==> config.mk <==
export PLATFORM = sky130hd
export DESIGN_NAME = spi_slave_sync_flat
export DESIGN_NICKNAME = d
export VERILOG_FILES = /design/src/rtl/spi_slave_sync_if.sv /design/src/rtl/spi_slave_sync.sv /design/src/flat_wrapper.sv
export SDC_FILE = /design/constraint.sdc
export NUM_CORES = 1
export LEC_CHECK = 0
export BUFFER_PORTS_ARGS = -buffer_cell sky130_fd_sc_hd__buf_2
export CORE_UTILIZATION = 61
export CTS_CLUSTER_DIAMETER = 120
export CTS_CLUSTER_SIZE = 16
export DETAILED_ROUTE_END_ITERATION = 7
export PLACE_DENSITY = 0.85
export SLEW_MARGIN = 20
export SYNTH_ARGS = -nofsm -noshare
export SYNTH_HDL_FRONTEND = slang
export SYNTH_SLANG_ARGS = --single-unit
==> constraint.sdc <==
create_clock -name clk -period 5.2 [get_ports clk]
set_clock_uncertainty 0.05 [all_clocks]
set_input_delay 0.52 -clock clk [delete_from_list [all_inputs] [get_ports clk]]
set_output_delay 0.52 -clock clk [all_outputs]
set_load 0.05 [all_outputs]
==> src/rtl/spi_slave_sync_if.sv <==
// SPI pin bundle plus the word-level tx/rx handshake of spi_slave_sync.
// The slave modport is the core's view; the master modport is the pad/host side.
interface spi_slave_sync_if #(
  parameter int unsigned DATA_W = 64
);
  logic              sclk;
  logic              cs_n;
  logic              mosi;
  logic              miso;
  logic              miso_oe;
  logic [DATA_W-1:0] tx_data;
  logic              tx_load;
  logic [DATA_W-1:0] rx_data;
  logic              rx_valid;
  logic              rx_ready;
  logic              overrun;
  logic              frame_err;
  logic              busy;

  modport slave (
    input  sclk, cs_n, mosi, tx_data, rx_ready,
    output miso, miso_oe, tx_load, rx_data, rx_valid, overrun, frame_err, busy
  );

  modport master (
    output sclk, cs_n, mosi, tx_data, rx_ready,
    input  miso, miso_oe, tx_load, rx_data, rx_valid, overrun, frame_err, busy
  );
endinterface

==> src/rtl/spi_slave_sync.sv <==
// Oversampled SPI slave: SCLK/CS_n/MOSI are synchronised into clk, so all logic
// runs in the system clock domain. Supports all CPOL/CPHA modes and multi-word frames.
module spi_slave_sync #(
  parameter int unsigned DATA_W      = 64,
  parameter bit          CPOL        = 1'b0,
  parameter bit          CPHA        = 1'b0,
  parameter int unsigned SYNC_STAGES = 2
) (
  input  logic                 clk,
  input  logic                 rst,
  spi_slave_sync_if.slave      bus
);

  localparam int unsigned CNT_W  = $clog2(DATA_W);
  localparam int unsigned WARM_W = $clog2(SYNC_STAGES + 1);

  typedef enum logic {
    ST_IDLE   = 1'b0,
    ST_ACTIVE = 1'b1
  } state_t;

  state_t r_state;
  state_t w_state_nxt;

  logic [SYNC_STAGES-1:0] r_cs_sync;
  logic [SYNC_STAGES-1:0] r_sclk_sync;
  logic [SYNC_STAGES-1:0] r_mosi_sync;
  logic                   r_sclk_d;
  logic                   w_cs_s;
  logic                   w_sclk_s;
  logic                   w_mosi_s;

  logic [WARM_W-1:0]      r_warm;
  logic                   r_armed;
  logic                   w_warm_done;

  logic                   w_lead;
  logic                   w_trail;
  logic                   w_sample;
  logic                   w_shift;
  logic                   w_start;

  logic                   r_miso;
  logic                   r_miso_oe;
  logic                   r_busy;
  logic                   r_tx_load;
  logic                   r_overrun;
  logic                   r_frame_err;
  logic                   r_rx_valid;
  logic [DATA_W-1:0]      r_rx_data;
  logic [DATA_W-2:0]      r_shreg_in;
  logic [DATA_W-1:0]      r_shreg_out;
  logic [CNT_W-1:0]       r_bit_cnt;

  logic                   w_miso_nxt;
  logic                   w_tx_load_nxt;
  logic                   w_overrun_nxt;
  logic                   w_frame_err_nxt;
  logic                   w_rx_valid_nxt;
  logic [DATA_W-1:0]      w_rx_data_nxt;
  logic [DATA_W-2:0]      w_shreg_in_nxt;
  logic [DATA_W-1:0]      w_shreg_out_nxt;
  logic [CNT_W-1:0]       w_bit_cnt_nxt;
  logic [DATA_W-1:0]      w_word_in;

  // Input synchronisers; sclk resets to its idle level so reset never fakes an edge
  always_ff @(posedge clk or negedge rst) begin
    if (!rst) begin
      r_cs_sync   <= '1;
      r_sclk_sync <= {SYNC_STAGES{CPOL}};
      r_mosi_sync <= '0;
      r_sclk_d    <= CPOL;
    end else begin
      r_cs_sync   <= {r_cs_sync[SYNC_STAGES-2:0], bus.cs_n};
      r_sclk_sync <= {r_sclk_sync[SYNC_STAGES-2:0], bus.sclk};
      r_mosi_sync <= {r_mosi_sync[SYNC_STAGES-2:0], bus.mosi};
      r_sclk_d    <= w_sclk_s;
    end
  end

  assign w_cs_s   = r_cs_sync[SYNC_STAGES-1];
  assign w_sclk_s = r_sclk_sync[SYNC_STAGES-1];
  assign w_mosi_s = r_mosi_sync[SYNC_STAGES-1];

  assign w_lead   = (r_sclk_d == CPOL) && (w_sclk_s != CPOL);
  assign w_trail  = (r_sclk_d != CPOL) && (w_sclk_s == CPOL);
  assign w_sample = CPHA ? w_trail : w_lead;
  assign w_shift  = CPHA ? w_lead  : w_trail;

  // A frame may only start after CS has been genuinely seen high; the reset value
  // flushing out of the chain must not look like a CS fall.
  assign w_warm_done = (r_warm == WARM_W'(SYNC_STAGES));
  assign w_start     = (r_state == ST_IDLE) && r_armed && !w_cs_s;

  always_ff @(posedge clk or negedge rst) begin
    if (!rst) begin
      r_warm  <= '0;
      r_armed <= 1'b0;
    end else begin
      if (!w_warm_done) begin
        r_warm <= r_warm + WARM_W'(1);
      end
      if (w_start) begin
        r_armed <= 1'b0;
      end else if (w_warm_done && w_cs_s) begin
        r_armed <= 1'b1;
      end
    end
  end

  // FSM state register
  always_ff @(posedge clk or negedge rst) begin
    if (!rst) begin
      r_state <= ST_IDLE;
    end else begin
      r_state <= w_state_nxt;
    end
  end

  // FSM next state; CS rise takes priority over any SCLK edge
  always_comb begin
    w_state_nxt = r_state;
    case (r_state)
      ST_IDLE:   if (w_start) w_state_nxt = ST_ACTIVE;
      ST_ACTIVE: if (w_cs_s)  w_state_nxt = ST_IDLE;
      default:   w_state_nxt = ST_IDLE;
    endcase
  end

  assign w_word_in = {r_shreg_in, w_mosi_s};

  // FSM outputs and datapath next values
  always_comb begin
    w_miso_nxt      = r_miso;
    w_tx_load_nxt   = 1'b0;
    w_overrun_nxt   = 1'b0;
    w_frame_err_nxt = 1'b0;
    w_rx_valid_nxt  = r_rx_valid & ~bus.rx_ready;
    w_rx_data_nxt   = r_rx_data;
    w_shreg_in_nxt  = r_shreg_in;
    w_shreg_out_nxt = r_shreg_out;
    w_bit_cnt_nxt   = r_bit_cnt;

    case (r_state)
      ST_IDLE: begin
        w_miso_nxt    = 1'b0;
        w_bit_cnt_nxt = '0;
        if (w_start) begin
          w_tx_load_nxt   = 1'b1;
          w_miso_nxt      = bus.tx_data[DATA_W-1];
          // CPHA=0 has already presented the MSB, so the register holds the rest
          w_shreg_out_nxt = CPHA ? bus.tx_data : {bus.tx_data[DATA_W-2:0], 1'b0};
        end
      end
      ST_ACTIVE: begin
        if (w_cs_s) begin
          w_miso_nxt      = 1'b0;
          w_bit_cnt_nxt   = '0;
          w_frame_err_nxt = (r_bit_cnt != '0);
        end else if (w_sample) begin
          w_shreg_in_nxt = w_word_in[DATA_W-2:0];
          if (r_bit_cnt == CNT_W'(DATA_W - 1)) begin
            w_rx_data_nxt   = w_word_in;
            w_rx_valid_nxt  = 1'b1;
            w_overrun_nxt   = r_rx_valid & ~bus.rx_ready;
            w_bit_cnt_nxt   = '0;
            w_shreg_out_nxt = bus.tx_data;
            w_tx_load_nxt   = 1'b1;
          end else begin
            w_bit_cnt_nxt = r_bit_cnt + CNT_W'(1);
          end
        end else if (w_shift) begin
          w_miso_nxt      = r_shreg_out[DATA_W-1];
          w_shreg_out_nxt = {r_shreg_out[DATA_W-2:0], 1'b0};
        end
      end
      default: begin
        w_miso_nxt = 1'b0;
      end
    endcase
  end

  // Datapath and output registers
  always_ff @(posedge clk or negedge rst) begin
    if (!rst) begin
      r_miso      <= 1'b0;
      r_miso_oe   <= 1'b0;
      r_busy      <= 1'b0;
      r_tx_load   <= 1'b0;
      r_overrun   <= 1'b0;
      r_frame_err <= 1'b0;
      r_rx_valid  <= 1'b0;
      r_rx_data   <= '0;
      r_shreg_in  <= '0;
      r_shreg_out <= '0;
      r_bit_cnt   <= '0;
    end else begin
      r_miso      <= w_miso_nxt;
      r_miso_oe   <= (w_state_nxt == ST_ACTIVE);
      r_busy      <= (w_state_nxt == ST_ACTIVE);
      r_tx_load   <= w_tx_load_nxt;
      r_overrun   <= w_overrun_nxt;
      r_frame_err <= w_frame_err_nxt;
      r_rx_valid  <= w_rx_valid_nxt;
      r_rx_data   <= w_rx_data_nxt;
      r_shreg_in  <= w_shreg_in_nxt;
      r_shreg_out <= w_shreg_out_nxt;
      r_bit_cnt   <= w_bit_cnt_nxt;
    end
  end

  assign bus.miso      = r_miso;
  assign bus.miso_oe   = r_miso_oe;
  assign bus.busy      = r_busy;
  assign bus.tx_load   = r_tx_load;
  assign bus.overrun   = r_overrun;
  assign bus.frame_err = r_frame_err;
  assign bus.rx_valid  = r_rx_valid;
  assign bus.rx_data   = r_rx_data;

endmodule

==> src/flat_wrapper.sv <==
// flat-port wrapper written by rule: the top's interface ports become plain ports
module spi_slave_sync_flat 
#(
  parameter int unsigned DATA_W      = 64,
  parameter bit          CPOL        = 1'b0,
  parameter bit          CPHA        = 1'b0,
  parameter int unsigned SYNC_STAGES = 2
)
  (clk, rst, bus_sclk, bus_cs_n, bus_mosi, bus_tx_data, bus_rx_ready, bus_miso, bus_miso_oe, bus_tx_load, bus_rx_data, bus_rx_valid, bus_overrun, bus_frame_err, bus_busy);
  spi_slave_sync_if #(.DATA_W(DATA_W)) bus_i ();
  input  logic clk;
  input  logic rst;
  input wire logic [$bits(bus_i.sclk)-1:0] bus_sclk;
  input wire logic [$bits(bus_i.cs_n)-1:0] bus_cs_n;
  input wire logic [$bits(bus_i.mosi)-1:0] bus_mosi;
  input wire logic [$bits(bus_i.tx_data)-1:0] bus_tx_data;
  input wire logic [$bits(bus_i.rx_ready)-1:0] bus_rx_ready;
  output wire logic [$bits(bus_i.miso)-1:0] bus_miso;
  output wire logic [$bits(bus_i.miso_oe)-1:0] bus_miso_oe;
  output wire logic [$bits(bus_i.tx_load)-1:0] bus_tx_load;
  output wire logic [$bits(bus_i.rx_data)-1:0] bus_rx_data;
  output wire logic [$bits(bus_i.rx_valid)-1:0] bus_rx_valid;
  output wire logic [$bits(bus_i.overrun)-1:0] bus_overrun;
  output wire logic [$bits(bus_i.frame_err)-1:0] bus_frame_err;
  output wire logic [$bits(bus_i.busy)-1:0] bus_busy;
  assign bus_i.sclk = bus_sclk;
  assign bus_i.cs_n = bus_cs_n;
  assign bus_i.mosi = bus_mosi;
  assign bus_i.tx_data = bus_tx_data;
  assign bus_i.rx_ready = bus_rx_ready;
  assign bus_miso = bus_i.miso;
  assign bus_miso_oe = bus_i.miso_oe;
  assign bus_tx_load = bus_i.tx_load;
  assign bus_rx_data = bus_i.rx_data;
  assign bus_rx_valid = bus_i.rx_valid;
  assign bus_overrun = bus_i.overrun;
  assign bus_frame_err = bus_i.frame_err;
  assign bus_busy = bus_i.busy;
  spi_slave_sync #(.DATA_W(DATA_W), .CPOL(CPOL), .CPHA(CPHA), .SYNC_STAGES(SYNC_STAGES)) u_core (.clk(clk), .rst(rst), .bus(bus_i));
endmodule
Word level (Yosys, flattened, before mapping)
Index checks and enable logic that the tools add are counted.
{ "word_totals": {"inputBits": 70, "output_inout_bits": 71, "regBits": 213, "word_cells": 79} }
{ "op_classes": {"n_reduce_logical": 12, "eq_ne": 9, "n_addsub": 2, "bitwise": 6, "muxes": 34} }
{ "ops": {"columns": ["op", "count"], "rows": [
  ["2-to-1 mux 64 bit", 5],
  ["case mux 64 bit (2 select lines)", 1],
  ["2-to-1 mux 1 bit", 21],
  ["2-to-1 mux 6 bit", 3],
  ["!= test 3 bit, second input constant", 5],
  ["case mux 6 bit (2 select lines)", 1],
  ["AND reduction 4 bit", 2],
  ["adder 6 x 1 -> 6 bit, second input constant", 1],
  ["== test 6 bit, second input constant", 1],
  ["case mux 1 bit (2 select lines)", 3],
  ["nonzero test 6 bit", 1],
  ["logical AND 1 bit", 5],
  ["NOT 1 bit", 5],
  ["AND reduction 3 bit", 1],
  ["adder 2 x 1 -> 2 bit, second input constant", 1],
  ["== test 2 bit, second input constant", 1],
  ["!= test 2 x 1 -> 1 bit, second input constant", 1],
  ["!= test 2 bit, second input constant", 1],
  ["AND reduction 2 bit", 1],
  ["nonzero test 2 bit", 1],
  ["AND 1 bit", 1],
  ["zero test 1 bit", 1]
]} }

Longest topological paths before layout
Gate-level depths: netlist (run 1).
{ "depth": {"depth_word": 6, "depth_mapped": 10} }

Worst setup path before layout (run 1)
OpenSTA, ideal clock, no wires.
{ "synth_timing": {"kind": "reg2reg", "from": "reg u_core.r_state", "to": "reg u_core.r_rx_data[36], in the netlist u_core.bus.rx_data[36]", "n_path_buf": 5, "period_less_slack_ps": 2291, "setup_time_ps": 125, "required_ps": 5025, "stages_incl_launch_ff": 9, "t_arrival_ps": 2116, "slack_ps": 2909, "cell_sequence": "dfrtp_1 buf_2 nand3b_1 buf_2 or3_1 clkbuf_1 buf_6 buf_6 mux2_4"} }
{ "synth_between": {"elab_chain_len": 1} }
{ "synth_rtl": {"columns": ["element", "line_no", "text"], "rows": [
  ["start, declared", "spi_slave_sync.sv:22", "state_t r_state;"],
  ["start signal, assigned", "spi_slave_sync.sv:116", "r_state <= w_state_nxt;"],
  ["AND reduction 4 bit (no line)", null, null],
  ["end signal, assigned", "spi_slave_sync.sv:205", "r_rx_data <= w_rx_data_nxt;"],
  ["end, declared", "spi_slave_sync.sv:50", "logic [DATA_W-1:0] r_rx_data;"]
]} }
No other way between the ends.
A chain may end at the register's enable or synchronous reset.

Worst setup path in the final report (run 1)
{ "layout_timing": {"from": "reg u_core.r_sclk_d", "to": "reg u_core.r_shreg_out[10]"} }
{ "layout_between": {"elab_chain_len": 5, "elab_cells_between_ends": 9} }
{ "layout_rtl": {"columns": ["element", "line_no", "text"], "rows": [
  ["start, declared", "spi_slave_sync.sv:28", "logic r_sclk_d;"],
  ["start signal, assigned", "spi_slave_sync.sv:77", "r_sclk_d <= w_sclk_s;"],
  ["NOT 1 bit", "spi_slave_sync.sv:85", "assign w_lead = (r_sclk_d == CPOL) && (w_sclk_s != CPOL);"],
  ["logical AND 1 bit", "spi_slave_sync.sv:85", null],
  ["2-to-1 mux 64 bit", "spi_slave_sync.sv:160", "end else if (w_sample) begin"],
  ["2-to-1 mux 64 bit", "spi_slave_sync.sv:156", "if (w_cs_s) begin"],
  ["case mux 64 bit (2 select lines)", "spi_slave_sync.sv:144", "case (r_state)"],
  ["end signal, assigned", "spi_slave_sync.sv:207", "r_shreg_out <= w_shreg_out_nxt;"],
  ["end, declared", "spi_slave_sync.sv:52", "logic [DATA_W-1:0] r_shreg_out;"]
]} }
Several ways; a longest one is shown, not always the timed one. The select of a mux whose other input is x is not followed.

==> out/qor.log, run 1 <==
qor: final_layout.drive_above_1_share 34.0%
qor: timing.finalHoldViolations 0
qor: final_layout.synthToLayoutAreaGrowth 13.1%
qor: outcome.run_status finished clean
qor: drt.post-route-drc-count 0
qor: timing.finalMaxSlewViolations 0
qor: timing.max-slew-margin-rel 29.1%
qor: global_routing.pin_count_of_the_biggest_net_entering_global_routing 123
qor: synth.synthDominantAreaCellType dfrtp_1
qor: synth.synthFlopType dfrtp_1
qor: clock_network.ctsLongestPathBuffers 3
qor: synth.yosys_register_bits 213
qor: global_routing.grt_remaining_overflow 0
qor: synth.synth.area.top_cells dfrtp_1, mux2_2, o21ai_0
qor: timing.worst_slew_pin_slew 1.06 ns
qor: synth.synth.yosys.seq_area_share 57.0%
qor: global_routing.antenna_violations_before_repair 0
qor: global_routing.first_global_vias 5991
qor: drt.vias 6220
qor: worst_setup_path.critical-path-slowest-cell or2_2
qor: placed_design.place_worst_setup_slack 2.11 ns
qor: timing.fmax 319 MHz
qor: worst_setup_path.crit_path_arrival_time 3.38 ns
qor: clock_network.clk_latency 0.48 ns
qor: clock_network.postCtsHoldBufs 0
qor: placed_design.hpwl 11100 um
qor: floorplan.floorplan.die_area 15800 um^2
qor: global_routing.wire_length_of_the_first_global_routing_pass 30000 um
qor: final_layout.antenna-diode-count 0
qor: floorplan.io_pins 141
qor: floorplan.floorplan.initialDensity 63.4%
qor: clock_network.tritoncts_num_sinks 213
qor: timing.hold_slack 0.0845 ns
qor: synth.syn-num-nets 854
qor: placed_design.place_area 10100 um^2
qor: power.peakVddDrop 0.000284 V
qor: synth.yosys_warnings 0
qor: floorplan.die_height 126 um
qor: global_routing.grtUsageTotal 23.2%
qor: timing.finalWorstPathRequiredPeriod 3.13 ns
qor: synth.synth.avg_cell_area 12.0 um^2
qor: worst_setup_path.timing.critical_path.to_type register
qor: drt.drt_wl_total 18000 um
qor: worst_setup_path.path_cells inv_1, ha_4, nand2_1, a41oi_4, buf_4, or2_2, o21ai_0
qor: clock_network.cts_tree done
qor: drt.routed_wire_length_per_instance 16.7 um
qor: worst_setup_path.crit_family simple AND/OR/NAND/NOR gates
qor: worst_setup_path.path_class register to register
qor: worst_setup_path.cp.buffers_inverters 2
qor: clock_network.path_clk_slew 0.07 ns
qor: floorplan.num_rows 44
qor: worst_setup_path.critical_path.max_fanout 64
qor: power.power.density_cell_area 323 nW/um^2
qor: drt.first_iter_violations 491
qor: placed_design.port-buffer-count 140
qor: clock_network.post-cts-setup-buffer-count 0
qor: synth.netlist_instances 779
qor: synth.synth_top_area_share 56.4%
qor: synth.synth.lib_cells_used.distinct 32
qor: clock_network.htree_levels 1
qor: worst_setup_path.worstPathRequired 5.44 ns
qor: synth.synth_edf_count 0
qor: clock_network.cts_resized 0
qor: clock_network.clock-root-buffer clkbuf_16
qor: floorplan.chipWidth 126 um
qor: clock_network.cts_inserted_buffers 17
qor: placed_design.place_inst 1051
qor: final_layout.layout.nets 961
qor: timing.setup_repair_after_global_routing_missed_its_margin no
qor: worst_setup_path.timing.critical_path.from_type register
qor: worst_setup_path.cp_slowest_stage_delay 0.90 ns
qor: timing.period_share 60.3%
qor: floorplan.fp.coreArea 14800 um^2
qor: timing.setup-violations-final 0
qor: timing.setup_slack_after_layout 2.07 ns
qor: drt.firstDrtPassIters 5
qor: drt.via_count_normalized_by_instance_count 5.78
qor: power.cellLeakagePower 0.00533 uW
qor: synth.postSynth.asyncResetShare 100%
qor: drt.detail-route-antenna-nets 0
qor: synth.synth.cell_area 9360 um^2
qor: flow_run.maxCapViolations 0
qor: placed_design.gpl.final_weighted_congestion 0.755
qor: final_layout.post_layout_nonfiller_instances 1076
qor: timing.totalNegativeSetupSlack 0 ns
qor: min_path.hp_class input pin to register
qor: final_layout.final_area 10600 um^2
## placed cells by master, fill, tap and decap left out, drive strengths merged
| master | count |
|---|---|
| clkbuf | 24 |
| o21ba | 1 |
| clkinv | 1 |
| ha | 5 |
| xnor2 | 2 |
| nor4b | 1 |
| nor4 | 1 |
| dfstp | 2 |
| o21a | 1 |
| a22o | 1 |
| or2 | 1 |
| or4 | 1 |
| nand3 | 3 |
| a21oi | 5 |
| nor2 | 9 |
| nand2 | 73 |
| and2 | 1 |
| inv | 6 |
| o21ai | 192 |
| mux2i | 64 |
| nand4 | 2 |
| mux2 | 129 |
| a41oi | 1 |
| or3 | 1 |
| dfrtp | 211 |
| buf | 146 |
| xor2 | 2 |
| nand3b | 2 |
| nand2b | 4 |
## per-stage QoR
stage | total power (uW) | utilization (%)
finish | 3420 | 71.8
global route | 3590 | 71.8
CTS | 3460 | 71.8
detailed placement | 2280 | 68.5
global placement | 2260 | 68.5
floorplan | 2140 | -
## kinds of logic after synthesis
logic type | count (synthesis) | synth area share [%]
flops | 213 | 57.0
compound gates | 201 | 11.0
mux | 193 | 23.4
simple gates | 99 | 4.45
buf+inv | 64 | 3.11
fa+ha+maj | 5 | 0.668
xor+xnor | 4 | 0.374
## flip-flops by register name, summed over array words and instances, names as in the netlist
signal	flops
u_core.bus.rx_data	64
u_core.r_shreg_out	64
u_core.r_shreg_in	63
u_core.r_bit_cnt	6
u_core.r_cs_sync	2
u_core.r_mosi_sync	2
u_core.r_sclk_sync	2
u_core.r_warm	2
u_core.bus.frame_err	1
u_core.bus.miso	1
u_core.bus.overrun	1
u_core.bus.rx_valid	1
u_core.bus.tx_load	1
u_core.r_armed	1
u_core.r_sclk_d	1
u_core.r_state	1
## power breakdown
part | leakage [uW] | switching, uW | internal, uW
registers | 0.00283 | 76.8 | 1790
clock network | 0.000228 | 560 | 608
logic | 0.00228 | 229 | 158
## cell usage after synthesis (all sizes together) (2+ instances only)
cell	instances
ha	5
o21ai	192
nand2	73
xnor2	2
dfstp	2
nand4	2
buf	27
dfrtp	211
nand2b	4
inv	5
mux2	129
nand3b	2
nor2	9
xor2	2
mux2i	64
clkbuf	32
a21oi	5
nand3	3
## area by class of cell
| class | count | area (um^2) |
|---|---|---|
| multi-input cells | 502 | 3770 |
| clock buffers | 23 | 448 |
| flip-flops and latches | 213 | 5340 |
| clock inverters | 2 | 25.0 |
| fillers | 1080 | 4170 |
| inverters | 5 | 18.8 |
| well taps | 184 | 230 |
| repair buffers | 147 | 762 |
## final timing paths
path / from / to / slack (ns) / cells past startpoint
setup / recovery: u_core.r_sclk_d / u_core.r_shreg_out[10] / 2.07 / 7
hold / removal: bus_cs_n / u_core.r_cs_sync[0] / 0.08 / 1
setup reg to reg: u_core.r_sclk_d / u_core.r_shreg_out[10] / 2.07 / 7
hold reg to reg: u_core.r_mosi_sync[0] / u_core.r_mosi_sync[1] / 0.31 / 0
max in group asynchronous: rst / u_core.bus.rx_data[62] / 3.77 / 2
min in group asynchronous: rst / u_core.r_shreg_out[37] / 0.10 / 1
## metal layers
metal  GRT usage [%]  vias to the layer above  wire (um)  share of wire (%)
met5               0                        -          0                  0
met4            6.38                        0        383                2.1
met3            2.89                       28        733                4.1
met2            38.6                      159       8910                 49
met1            32.5                     3098       7990                 44
li1                -                     2935          -                  -
(Power assumes the default switching activity.)
==> run 2: changes to the inputs <==
--- a/config.mk
+++ b/config.mk
@@ -5,12 +5,13 @@
 export SDC_FILE = /design/constraint.sdc
 export NUM_CORES = 1
 export LEC_CHECK = 0
+export ABC_AREA = 1
 export BUFFER_PORTS_ARGS = -buffer_cell sky130_fd_sc_hd__buf_2
-export CORE_UTILIZATION = 61
+export CORE_UTILIZATION = 58
 export CTS_CLUSTER_DIAMETER = 120
 export CTS_CLUSTER_SIZE = 16
 export DETAILED_ROUTE_END_ITERATION = 7
-export PLACE_DENSITY = 0.85
+export PLACE_DENSITY = 0.8
 export SLEW_MARGIN = 20
 export SYNTH_ARGS = -nofsm -noshare
 export SYNTH_HDL_FRONTEND = slang
==> constraint.sdc (replaced) <==
create_clock -name clk -period 3.1 [get_ports clk]
set_clock_uncertainty 0.05 [all_clocks]
set_input_delay 0.31 -clock clk [delete_from_list [all_inputs] [get_ports clk]]
set_output_delay 0.31 -clock clk [all_outputs]
set_load 0.05 [all_outputs]
==> run 2 against run 1 <==
  * Sequential share of layout area shrank 3.8 points
  * Critical path depth shrank 5
  * Wire length rose by 17%
  * Setup slack worse by 1.2 ns
  * Utilization shrank 5.5 points
  * Final area is 8.2% higher
  * Clock power grew 68%
  * Total power grew 100%
  * Via count is 33% higher
  * Synthesized cell count grew 69%
  * Sequential power grew 83%
  * First-iteration DRC count up 46%
  * Critical path type is now register to primary output
==> out/qor.log, run 2 <==
qor: timing.fmax 443 MHz
qor: synth.synth.cell_area 10300 um^2 [was 9360 um^2]
qor: worst_setup_path.worstPathRequired 2.74 ns [was 5.44 ns]
qor: timing.worst_slew_pin_slew 0.892 ns [was 1.06 ns]
qor: worst_setup_path.critical_path.max_fanout 65 [was 64]
qor: timing.setup-violations-final 0 [unchanged]
qor: floorplan.floorplan.die_area 18300 um^2 [was 15800 um^2]
qor: synth.synthMostInstantiatedCell nand2_1 [was dfrtp_1]
qor: drt.drt_wl_total 21100 um [was 18000 um]
qor: drt.post-route-drc-count 0 [unchanged]
qor: floorplan.fp.coreArea 17300 um^2 [was 14800 um^2]
qor: power.cellLeakagePower 0.00640 uW [was 0.00533 uW]
qor: synth.synthFlopType dfrtp_1 [unchanged]
qor: clock_network.htree_levels 1 [unchanged]
qor: floorplan.chipWidth 135 um [was 126 um]
qor: timing.totalNegativeSetupSlack 0 ns [unchanged]
qor: global_routing.antenna_violations_before_repair 0 [unchanged]
qor: timing.finalHoldViolations 0 [unchanged]
qor: synth.synthDominantAreaCellType dfrtp_1 [unchanged]
qor: synth.synth.yosys.seq_area_share 51.8% [was 57.0%]
qor: clock_network.cts_tree done [unchanged]
qor: final_layout.drive_above_1_share 15.6% [was 34.0%]
qor: final_layout.antenna-diode-count 0 [unchanged]
qor: synth.synth.cells.most_frequent nand2_1, dfrtp_1, inv_1 [was dfrtp_1, o21ai_0, mux2_2]
qor: drt.detail-route-antenna-nets 0 [unchanged]
qor: power.power.density_cell_area 602 nW/um^2 [was 323 nW/um^2]
qor: clock_network.clock-root-buffer clkbuf_16 [unchanged]
qor: global_routing.pin_count_of_the_biggest_net_entering_global_routing 109 [was 123]
qor: drt.first_iter_violations 718 [was 491]
qor: synth.synth.avg_cell_area 7.80 um^2 [was 12.0 um^2]
qor: flow_run.maxCapViolations 0 [unchanged]
qor: worst_setup_path.timing.critical_path.to_type primary output [was register]
qor: worst_setup_path.crit_path_arrival_time 1.90 ns [was 3.38 ns]
qor: synth.synth_top_area_share 51.3% [was 56.4%]
qor: clock_network.clk_latency 0.48 ns [about the same]
qor: synth.postSynth.asyncResetShare 100% [unchanged]
qor: final_layout.synthToLayoutAreaGrowth 11.3% [was 13.1%]
qor: global_routing.first_global_vias 7620 [was 5991]
qor: min_path.hp_class input pin to register [unchanged]
qor: outcome.run_status finished clean [unchanged]
qor: clock_network.post-cts-setup-buffer-count 0 [unchanged]
qor: worst_setup_path.timing.critical_path.from_type register [unchanged]
qor: synth.yosys.area_share.xor_xnor 0.170% [was 0.374%]
qor: synth.largest_family_of_logic_cells_by_synthesized_area simple AND/OR/NAND/NOR gates [was multiplexers]
qor: floorplan.die_height 135 um [was 126 um]
qor: synth.synth.lib_cells_used.distinct 27 [was 32]
qor: synth.synthMuxAreaShare 0% [was 23.4%]
qor: synth.synth_compound_gate_area_share 7.97% [was 11.0%]
qor: clock_network.cts_resized 0 [unchanged]
qor: timing.setup_repair_after_global_routing_missed_its_margin no [unchanged]
qor: placed_design.hpwl 13100 um [was 11100 um]
qor: global_routing.wire_length_of_the_first_global_routing_pass 35800 um [was 30000 um]
qor: global_routing.grt_remaining_overflow 0 [unchanged]
qor: power.peakVddDrop 0.000458 V [was 0.000284 V]
qor: drt.via_count_normalized_by_instance_count 5.01 [was 5.78]
qor: drt.vias 8275 [was 6220]
qor: placed_design.gpl.final_weighted_congestion 0.788 [was 0.755]
qor: power.fin_total_pwr 6890 uW [was 3420 uW]
qor: synth.synth_edf_count 0 [unchanged]
qor: floorplan.io_pins 141 [unchanged]
qor: timing.period_share 72.7%
qor: clock_network.tritoncts_num_sinks 213 [unchanged]
qor: drt.routed_wire_length_per_instance 12.8 um [was 16.7 um]
qor: synth.post_synth_and_or_nand_nor_area_fraction 26.7% [was 4.45%]
qor: floorplan.floorplan.initialDensity 59.5% [was 63.4%]
qor: synth.yosys_register_bits 213 [unchanged]
qor: final_layout.layout.nets 1497 [was 961]
qor: synth.syn-num-nets 1395 [was 854]
qor: final_layout.most-common-layout-cells nand2_1, dfrtp_1, inv_1, buf_2, nand3_1 [was dfrtp_1, o21ai_0, buf_2, mux2_2, nand2_1]
qor: final_layout.mostFrequentLayoutCell nand2_1 [was dfrtp_1]
qor: synth.synth_adder_area_share 0.608% [was 0.668%]
qor: worst_setup_path.path_class register to primary output [was register to register]
qor: clock_network.path_clk_slew 0.07 ns [about the same]
qor: floorplan.num_rows 48 [was 44]
qor: synth.netlist_instances 1320 [was 779]
qor: clock_network.ctsLongestPathBuffers 3 [unchanged]
qor: drt.firstDrtPassIters 5 [unchanged]
qor: global_routing.grtUsageTotal 24.0% [was 23.2%]
qor: timing.finalWorstPathRequiredPeriod 2.26 ns
qor: clock_network.cts_inserted_buffers 17 [unchanged]
qor: synth.synth.area.top_cells dfrtp_1, nand2_1, inv_1 [was dfrtp_1, mux2_2, o21ai_0]
qor: placed_design.port-buffer-count 140 [unchanged]
qor: timing.max-slew-margin-rel 40.5% [was 29.1%]
qor: synth.yosys_warnings 0 [unchanged]
qor: timing.finalMaxSlewViolations 0 [unchanged]
## run 2: cell types whose count changed after synthesis, sizes merged, moves of 2 or more
cell / before / now
nand2b: 4 / 0
mux2i: 64 / 0
xor2: 2 / 0
buf: 27 / 66
a21oi: 5 / 1
nand3: 3 / 134
o21ai: 192 / 133
clkbuf: 32 / 11
inv: 5 / 207
nand2: 73 / 533
mux2: 129 / 0
## run 2: stage by stage
stage | setup WS [ns] | hold slack (ns) | cell area, um^2 | instances | utilization [%]
6_report | 0.845 | 0.0309 | 11500 | 1652 | 66.2
4_1_cts | 0.834 | 0.00910 | 11500 | 1652 | 66.2
3_5_place_dp | 0.868 | 0.296 | 11000 | 1624 | 63.3
2_1_floorplan | 1.47 | -0.0356 | 10300 | 1320 | -
3_3_place_gp | 0.920 | 0.285 | 11000 | 1624 | 63.3
5_1_grt | 0.618 | 0.0609 | 11500 | 1652 | 66.2
## run 2: worst paths after layout
kind                            cells past startpoint                     end                  start  slack [ns]
worst min-delay path                                4      u_core.bus.overrun           bus_rx_ready        0.03
worst max-delay path                                2                bus_busy         u_core.r_state        0.84
worst min register to register                      0   u_core.r_sclk_sync[1]  u_core.r_sclk_sync[0]        0.31
worst max register to register                      7   u_core.r_shreg_in[12]        u_core.r_sclk_d        0.87
max in group asynchronous                           3    u_core.r_shreg_in[9]                    rst        1.76
min in group asynchronous                           2  u_core.r_shreg_out[12]                    rst        0.40
## run 2: kinds of logic after synthesis
group,Yosys count
and+or+nand+nor,680
adders and majority gates,5
xor gates and xnor gates,2
DFF,213
buffers and inverters,284
AOI/OAI and AO/OA,136
## run 2: area by class of cell
class	count	area (um^2)
inverter	207	777
multi-input combinational	823	3680
sequential	213	5330
clock inverter	1	16.3
tap	225	282
timing repair buffer	160	920
fill	1461	5840
clock buffer	23	448
## run 2: repair_timing
action,CTS,global route
hold buffers,4,0
setup endpoints to repair,0,0
hold endpoints to repair,105,0
## run 2: routing by layer
layer	global-route usage [%]	share of wire (%)
met4	5.49	1.5
met5	0	0
met1	33.3	46
met3	3.85	5.9
met2	40.0	47
## run 2: critical path, stage by stage, from the launching register on
cell and delay [ns]:
dfrtp_2 0.41, buf_4 0.58, buf_2 0.39
## run 2: power breakdown
group,internal [uW],switching (uW),total [uW]
logic,530,963,1490
clock network,1010,956,1970
registers,3210,224,3430
